--- src/rtl/fir_decimator.sv ---
// Decimating rescaler behind fir_filter: keeps every DECIM-th accepted sample, rounds/saturates it
// to OUT_WIDTH and queues it in a first-word-fall-through FIFO with a sticky overflow flag.
module fir_decimator #(
  parameter int DATA_WIDTH = 24,
  parameter int OUT_WIDTH  = 16,
  parameter int SHIFT      = 8,
  parameter int DECIM      = 4,
  parameter int FIFO_DEPTH = 4
) (
  input  logic                                  i_clk,
  input  logic                                  i_rst,
  input  logic                                  i_en,
  input  logic signed [DATA_WIDTH-1:0]          iv_din,
  input  logic                                  i_din_valid,
  input  logic                                  i_ready,
  output logic signed [OUT_WIDTH-1:0]           ov_dout,
  output logic                                  o_valid,
  output logic [$clog2(FIFO_DEPTH+1)-1:0]       ov_count,
  output logic                                  o_overflow,
  input  logic                                  i_clr_ovf
);

  localparam int PW  = (DECIM > 1) ? $clog2(DECIM) : 1;
  localparam int AW  = $clog2(FIFO_DEPTH);
  localparam int CW  = $clog2(FIFO_DEPTH + 1);
  localparam int SW  = DATA_WIDTH + 1;
  localparam int RSH = (SHIFT > 0) ? SHIFT - 1 : 0;
  localparam logic signed [SW-1:0] RND = (SHIFT > 0) ? (SW'(1) <<< RSH) : '0;
  localparam logic [OUT_WIDTH-1:0] SAT_MAX = {1'b0, {(OUT_WIDTH-1){1'b1}}};
  localparam logic [OUT_WIDTH-1:0] SAT_MIN = {1'b1, {(OUT_WIDTH-1){1'b0}}};

  // Input side: sample accepted on i_en & i_din_valid, kept when the phase counter reads zero.
  logic [PW-1:0] r_phase;
  logic          w_accept;
  logic          w_keep;

  assign w_accept = i_en & i_din_valid;
  assign w_keep   = w_accept & (r_phase == '0);

  always_ff @(posedge i_clk or posedge i_rst) begin
    if (i_rst) begin
      r_phase <= '0;
    end else if (w_accept) begin
      if (r_phase == PW'(DECIM - 1)) r_phase <= '0;
      else                           r_phase <= r_phase + PW'(1);
    end
  end

  // Round-half-up: add half an LSB of the shifted result, then arithmetic shift.
  logic signed [SW-1:0]         w_ext;
  logic signed [SW-1:0]         w_rnd;
  logic signed [SW-1:0]         w_shr;
  logic [SW-OUT_WIDTH:0]        w_hi;
  logic                         w_in_range;
  logic [OUT_WIDTH-1:0]         w_sat;

  assign w_ext      = {iv_din[DATA_WIDTH-1], iv_din};
  assign w_rnd      = w_ext + RND;
  assign w_shr      = w_rnd >>> SHIFT;
  assign w_hi       = w_shr[SW-1:OUT_WIDTH-1];
  assign w_in_range = (&w_hi) | ~(|w_hi);
  assign w_sat      = w_in_range ? w_shr[OUT_WIDTH-1:0] : (w_shr[SW-1] ? SAT_MIN : SAT_MAX);

  logic [OUT_WIDTH-1:0] r_stage_data;
  logic                 r_stage_valid;

  always_ff @(posedge i_clk or posedge i_rst) begin
    if (i_rst) begin
      r_stage_data  <= '0;
      r_stage_valid <= 1'b0;
    end else begin
      r_stage_valid <= w_keep;
      if (w_keep) r_stage_data <= w_sat;
    end
  end

  // Output handshake: an entry is transferred on every clock edge where o_valid and i_ready are both
  // high; o_valid never depends on i_ready, and ov_dout is stable while o_valid is high and i_ready low.
  logic [OUT_WIDTH-1:0] r_mem [FIFO_DEPTH];
  logic [AW-1:0]        r_wptr;
  logic [AW-1:0]        r_rptr;
  logic [CW-1:0]        r_count;
  logic                 r_overflow;
  logic                 w_full;
  logic                 w_pop;
  logic                 w_push;
  logic                 w_drop;
  logic [AW-1:0]        w_head;

  assign w_full  = (r_count == CW'(FIFO_DEPTH));
  assign w_pop   = o_valid & i_ready;
  assign w_push  = r_stage_valid & (~w_full | w_pop);
  assign w_drop  = r_stage_valid & w_full & ~w_pop;

  always_ff @(posedge i_clk or posedge i_rst) begin
    if (i_rst) begin
      for (int i = 0; i < FIFO_DEPTH; i++) r_mem[i] <= '0;
      r_wptr  <= '0;
      r_rptr  <= '0;
      r_count <= '0;
    end else begin
      if (w_push) begin
        r_mem[r_wptr] <= r_stage_data;
        r_wptr        <= r_wptr + AW'(1);
      end
      if (w_pop) r_rptr <= r_rptr + AW'(1);
      r_count <= r_count + CW'(w_push) - CW'(w_pop);
    end
  end

  // A drop in the same cycle as a clear leaves the flag set.
  always_ff @(posedge i_clk or posedge i_rst) begin
    if (i_rst)          r_overflow <= 1'b0;
    else if (w_drop)    r_overflow <= 1'b1;
    else if (i_clr_ovf) r_overflow <= 1'b0;
  end

  // When empty, the slot behind the read pointer still holds the last popped entry (zero after reset).
  assign w_head     = (r_count == '0) ? (r_rptr - AW'(1)) : r_rptr;
  assign ov_dout    = r_mem[w_head];
  assign o_valid    = (r_count != '0);
  assign ov_count   = r_count;
  assign o_overflow = r_overflow;

endmodule

--- config.mk ---
export PLATFORM = sky130hd
export DESIGN_NAME = fir_decimator
export DESIGN_NICKNAME = d
export VERILOG_FILES = /design/src/rtl/fir_decimator.sv
export SDC_FILE = /design/constraint.sdc
export NUM_CORES = 1
export LEC_CHECK = 0
export BUFFER_PORTS_ARGS = -buffer_cell sky130_fd_sc_hd__buf_2
export CORE_MARGIN = 4
export CORE_UTILIZATION = 63
export DETAILED_ROUTE_END_ITERATION = 8
export PLACE_DENSITY = 0.84
export SYNTH_ARGS = -nofsm -noshare
export SYNTH_HDL_FRONTEND = slang
export SYNTH_SLANG_ARGS = --single-unit
--- constraint.sdc ---
create_clock -name i_clk -period 6.65 [get_ports i_clk]
set_input_delay 1.33 -clock i_clk [delete_from_list [all_inputs] [get_ports i_clk]]
set_output_delay 1.33 -clock i_clk [all_outputs]
set_load 0.01 [all_outputs]
# After elaboration in Yosys (flattened, before gate mapping)
# Cells that the tools add are included.
[op_classes]
bitwise_logic = 13
add_sub_neg = 7
n_eq_ne = 2
muxes = 12
order_cmp = 3
n_reduce_logical = 7
[op_table]
columns = ["op", "n"]
rows = [
  ["2-to-1 mux 16 bit", 5],
  ["bitwise mux 64 bit", 1],
  ["binary-select mux 16 bit (select 2 bit)", 1],
  ["demux 16 bit (select 2 bit)", 1],
  ["adder 24 x 9 -> 25 bit (second input constant)", 1],
  ["adder 2 x 1 -> 2 bit (second input constant)", 3],
  ["AND 1 bit", 6],
  [">= comparator 3 bit (second input constant)", 2],
  ["inverter 2 -> 3 bit", 2],
  ["2-to-1 mux 2 bit", 2],
  ["adder 3 x 1 -> 3 bit", 1],
  ["equality test 3 bit (second input constant)", 1],
  ["logical NOT 3 bit", 1],
  ["< comparator 3 x 1 -> 1 bit (second input constant)", 1],
  ["inverter 1 bit", 3],
  ["nonzero test 3 bit", 1],
  ["subtractor 3 x 1 -> 3 bit", 1],
  ["equality test 2 bit (second input constant)", 1],
  ["logical NOT 2 bit", 1],
  ["2-to-1 mux 1 bit", 2],
  ["OR 1 bit", 2],
  ["AND reduction 2 bit", 1],
  ["nonzero test 2 bit", 1],
  ["OR reduction 2 bit", 1],
  ["2 further kinds", 2],
]
[totals]
input_bits = 30
elab_cells = 55
register_bits = 91
output_inout_bits = 21

# Longest topological paths before layout
[logic_depth]
depth_word = 6
depth_mapped = 10
ltp_nobuf = 9

# Worst setup path after synthesis
# Ideal clock, no wire load.
[synth_path]
path_kind = "register to output"
from = "reg r_count[2], in the netlist ov_count[2]"
to = "out ov_dout[10]"
n_path_buf = 1
required_ns = 5.320
path_slack_ns = 3.248
arrival_ns = 2.072
stages_incl_launch_ff = 5
cell_sequence = "dfrtp_1 or3_1 buf_6 xor2_1 mux4_1"
[synth_via]
elab_chain_cells = 6
[synth_lines]
columns = ["item", "line_no", "text"]
rows = [
  ["start: declaration", "82", "logic [CW-1:0] r_count;"],
  ["start signal: assignment", "107", "r_count <= r_count + CW'(w_push) - CW'(w_pop);"],
  ["logical NOT 3 bit", "119", "assign w_head = (r_count == '0) ? (r_rptr - AW'(1)) : r_rptr;"],
  ["2-to-1 mux 2 bit", "119", ""],
  ["inverter 2 -> 3 bit (not written as such)", "120", "assign ov_dout = r_mem[w_head];"],
  ["binary-select mux 16 bit (select 2 bit)", "120", ""],
  ["2-to-1 mux 16 bit (not written as such) (2 in a row)", "120", ""],
  ["end: declaration", "16", "output logic signed [OUT_WIDTH-1:0] ov_dout,"],
]
# No other way between the ends. The select of a mux whose other input is x is not followed.

# Worst setup path in the final report
[layout_path]
from = "reg r_count[2], in the netlist ov_count[2]"
to = "out ov_dout[3]"
# Same word-level chain as after synthesis.

==> results.sh <==
export IMPL_status="finished, final reports clean"
export IMPL_peakVddDrop_uv=164.4
export IMPL_ctsResizeCount=0
export IMPL_synth_area_um2=4392
export IMPL_clockBufferDepth=2
export IMPL_final_setup_viol_count=0
export IMPL_tritoncts="done"
export IMPL_drive_gt1_share_pct=36.49
export IMPL_min_period_ns=3.891
export IMPL_tightestPinTransition_ns=1.129
export IMPL_fmax_mhz=257.0
export IMPL_syn_to_final_growth_pct=11.71
export IMPL_antenna_cells=0
export IMPL_grtUsageTotal_pct=21.71
export IMPL_crit_arrival_ns=2.56
export IMPL_ys_warn_count=0
export IMPL_stdcell_count=466
export IMPL_ys_seq_area_share_pct=51.85
export IMPL_start_util_pct=64.64
export IMPL_hold_class="flip-flop to flip-flop"
export IMPL_vias=2761
export IMPL_ys_seq_elements=91
export IMPL_hpwl_um=5609
export IMPL_critPathLaunch="ov_count[2]$_DFF_PP0_"
export IMPL_critPathSlowestCell="mux4_1"
export IMPL_p_leak_nw=2.246
export IMPL_drc=0
export IMPL_crit_path_end="ov_dout[3]"
export IMPL_die_y_um=91.49
export IMPL_drv_cap=0
export IMPL_ctsHoldBuffers=0
export IMPL_worst_r2r_endpoint="ov_count[2]$_DFF_PP0_"
export IMPL_initialDrtViolationCount=113
export IMPL_crit_path_start_kind="flip-flop"
export IMPL_ant_nets=0
export IMPL_overflow=0
export IMPL_cts_root_buf="clkbuf_8"
export IMPL_crit_type="flip-flop to output pin"
export IMPL_worstSkewPairLatency_ns=0.35
export IMPL_die_area_um2=8370
export IMPL_cp_end_kind="output pin"
export IMPL_maxSlewViolCount=0
export IMPL_antenna_found_initial=0
export IMPL_p_per_area_nw_per_um2=480.1
export IMPL_r2r_worst_path_cells=8
export IMPL_clock_sinks=91
export IMPL_grt_pass1_vias=2789
export IMPL_core_area_um2=6794
export IMPL_first_pass_iters=4
export IMPL_post_drt_via_cell_ratio=5.925
export IMPL_fin_setup_tns_ns=0
export IMPL_r2r_start="ov_count[2]$_DFF_PP0_"
export IMPL_port_buffers=43
export IMPL_critPathRequiredTime_ns=5.32
export IMPL_dp_cells=450
export IMPL_synth_nets=361
export IMPL_fin_nets=405
export IMPL_gp_congestion=0.8461
export IMPL_slew_limit_headroom_pct=24.74
export IMPL_r2r_slack_ns=4.18
export IMPL_h_tree_depth=3
export IMPL_synth_distinct_cells=40
export IMPL_grt_pass1_wl_um=14210
export IMPL_final_common_cell="dfrtp_1"
export IMPL_rsz0062_at_grt="false"
export IMPL_worst_clock_skew_ns=0.01151
export IMPL_die_x_um=91.49
export IMPL_rows=30
export IMPL_wl_per_cell_um=18.17
export IMPL_final_cell_mix="dfrtp_1 (91), mux2_2 (65), buf_2 (43)"
export IMPL_clkTransAtPathRegs_ns=0.09
export IMPL_worstPathMaxFanout=16
export IMPL_critPathMaxStageDelay_ns=0.66
export IMPL_period_share_pct=58.52
export IMPL_post_cts_buffers=0
export IMPL_path_cells="or3_1 -> nor2_8 -> xnor2_4 -> mux4_1 -> buf_2"
export IMPL_synth_cells=321
export IMPL_io_pins=51
export IMPL_numCtsBuffers=9
export IMPL_grt_max_degree=92
export IMPL_hold_viol=0
export IMPL_routed_wl_um=8468
export IMPL_synth_area_per_cell_um2=13.68
per-stage QoR:
stage / util (%) / power [mW] / area (µm²) / hold slack [ns] / worst slack, ns
after floorplan: - / 1.653 / 4392 / 0.4422 / 2.956
after global placement: 68.86 / 1.889 / 4678 / 0.4789 / 3.151
after detailed placement: 68.86 / 1.955 / 4678 / 0.4857 / 3.122
after CTS: 72.21 / 2.379 / 4906 / 0.5038 / 2.726
after global routing: 72.21 / 2.502 / 4906 / 0.5205 / 2.643
final: 72.21 / 2.355 / 4906 / 0.5017 / 2.759
final cells by class:
type                       instances  area [µm²]
clock buffer                      12       155.1
clock inverter                     4       72.57
fill                             432        1888
inverter                          14       53.80
multi-input combinational        203        1989
sequential                        91        2277
tap                               96       120.1
timing repair buffer              46       237.7
critical path, delay by kind of cell, from the launching register on:
family	cells	cell delay [ns]
muxes	1	0.66
buffers and inverters	1	0.16
and+or+nand+nor	2	0.66
DFF	1	0.42
xor gates and xnor gates	1	0.29
Yosys cell counts (all sizes together):
| cell type | number | area [µm²] |
|---|---|---|
| nor2b | 1 | 6.260 |
| nor4b | 1 | 8.760 |
| clkbuf | 5 | 20.01 |
| buf | 8 | 52.55 |
| mux2i | 1 | 10.01 |
| mux2 | 65 | 732.0 |
| and3 | 2 | 12.51 |
| nor4 | 4 | 25.02 |
| nor3 | 4 | 20.02 |
| or3 | 1 | 6.260 |
| xnor2 | 9 | 97.60 |
| or2 | 1 | 6.260 |
| dfrtp | 91 | 2277 |
| mux4 | 16 | 405.4 |
| ha | 9 | 112.6 |
| o22ai | 1 | 6.260 |
| and4 | 2 | 17.52 |
| o211ai | 1 | 7.510 |
| a21oi | 3 | 15.01 |
| o21a | 1 | 7.510 |
| nor2 | 17 | 80.08 |
| nand4 | 8 | 50.05 |
| nand2 | 14 | 52.55 |
| xor2 | 9 | 78.83 |
| a21o | 1 | 7.510 |
| nand3 | 6 | 30.03 |
| a31oi | 1 | 6.260 |
| a41o | 2 | 20.02 |
| o21ai | 6 | 30.03 |
| and2 | 3 | 20.02 |
| inv | 13 | 48.80 |
| fa | 1 | 20.02 |
| a211oi | 13 | 97.59 |
| clkinv | 1 | 3.750 |
worst min-delay path by stage:
stage / slack (ns) / cells after the start / to / startpoint
finish: 0.50 / 1 / r_mem[26]$_DFFE_PP0P_ / r_mem[26]$_DFFE_PP0P_
global route: 0.52 / 1 / r_mem[21]$_DFFE_PP0P_ / r_mem[21]$_DFFE_PP0P_
CTS: 0.50 / 1 / r_mem[26]$_DFFE_PP0P_ / r_mem[26]$_DFFE_PP0P_
detailed placement: 0.49 / 1 / r_mem[12]$_DFFE_PP0P_ / r_mem[12]$_DFFE_PP0P_
global placement: 0.48 / 1 / r_mem[30]$_DFFE_PP0P_ / r_mem[30]$_DFFE_PP0P_
floorplan: 0.44 / 2 / o_overflow$_DFFE_PP0P_ / r_stage_valid$_DFF_PP0_
flip-flops by register name, indices dropped and copies added, names as in the netlist:
name,count
r_rptr,2
r_wptr,2
r_phase,2
r_stage_data,16
o_overflow,1
r_stage_valid,1
r_mem,64
ov_count,3
per-layer routing:
metal / GRT usage (%) / up-vias / share of wire, %
met5: 0 / - / 0
met4: 9.171 / 0 / 1.8
met3: 2.734 / 15 / 4.0
met2: 35.06 / 67 / 50
met1: 29.84 / 1405 / 45
li1: - / 1274 / -
cell families after synthesis:
kind of cell	Yosys count	share of synthesized area, %
and+or+nand+nor	64	7.636
muxes	82	26.13
buffers and inverters	27	2.849
AOI/OAI and AO/OA	29	4.502
adders and majority gates	10	3.020
xor gates and xnor gates	18	4.017
DFF	91	51.85
power by group:
group,internal (mW),switching [mW],total [mW]
Combinational,0.522,0.402,0.925
Clock,0.232,0.185,0.417
Sequential,0.818,0.196,1.01
(Power assumes the default switching activity.)
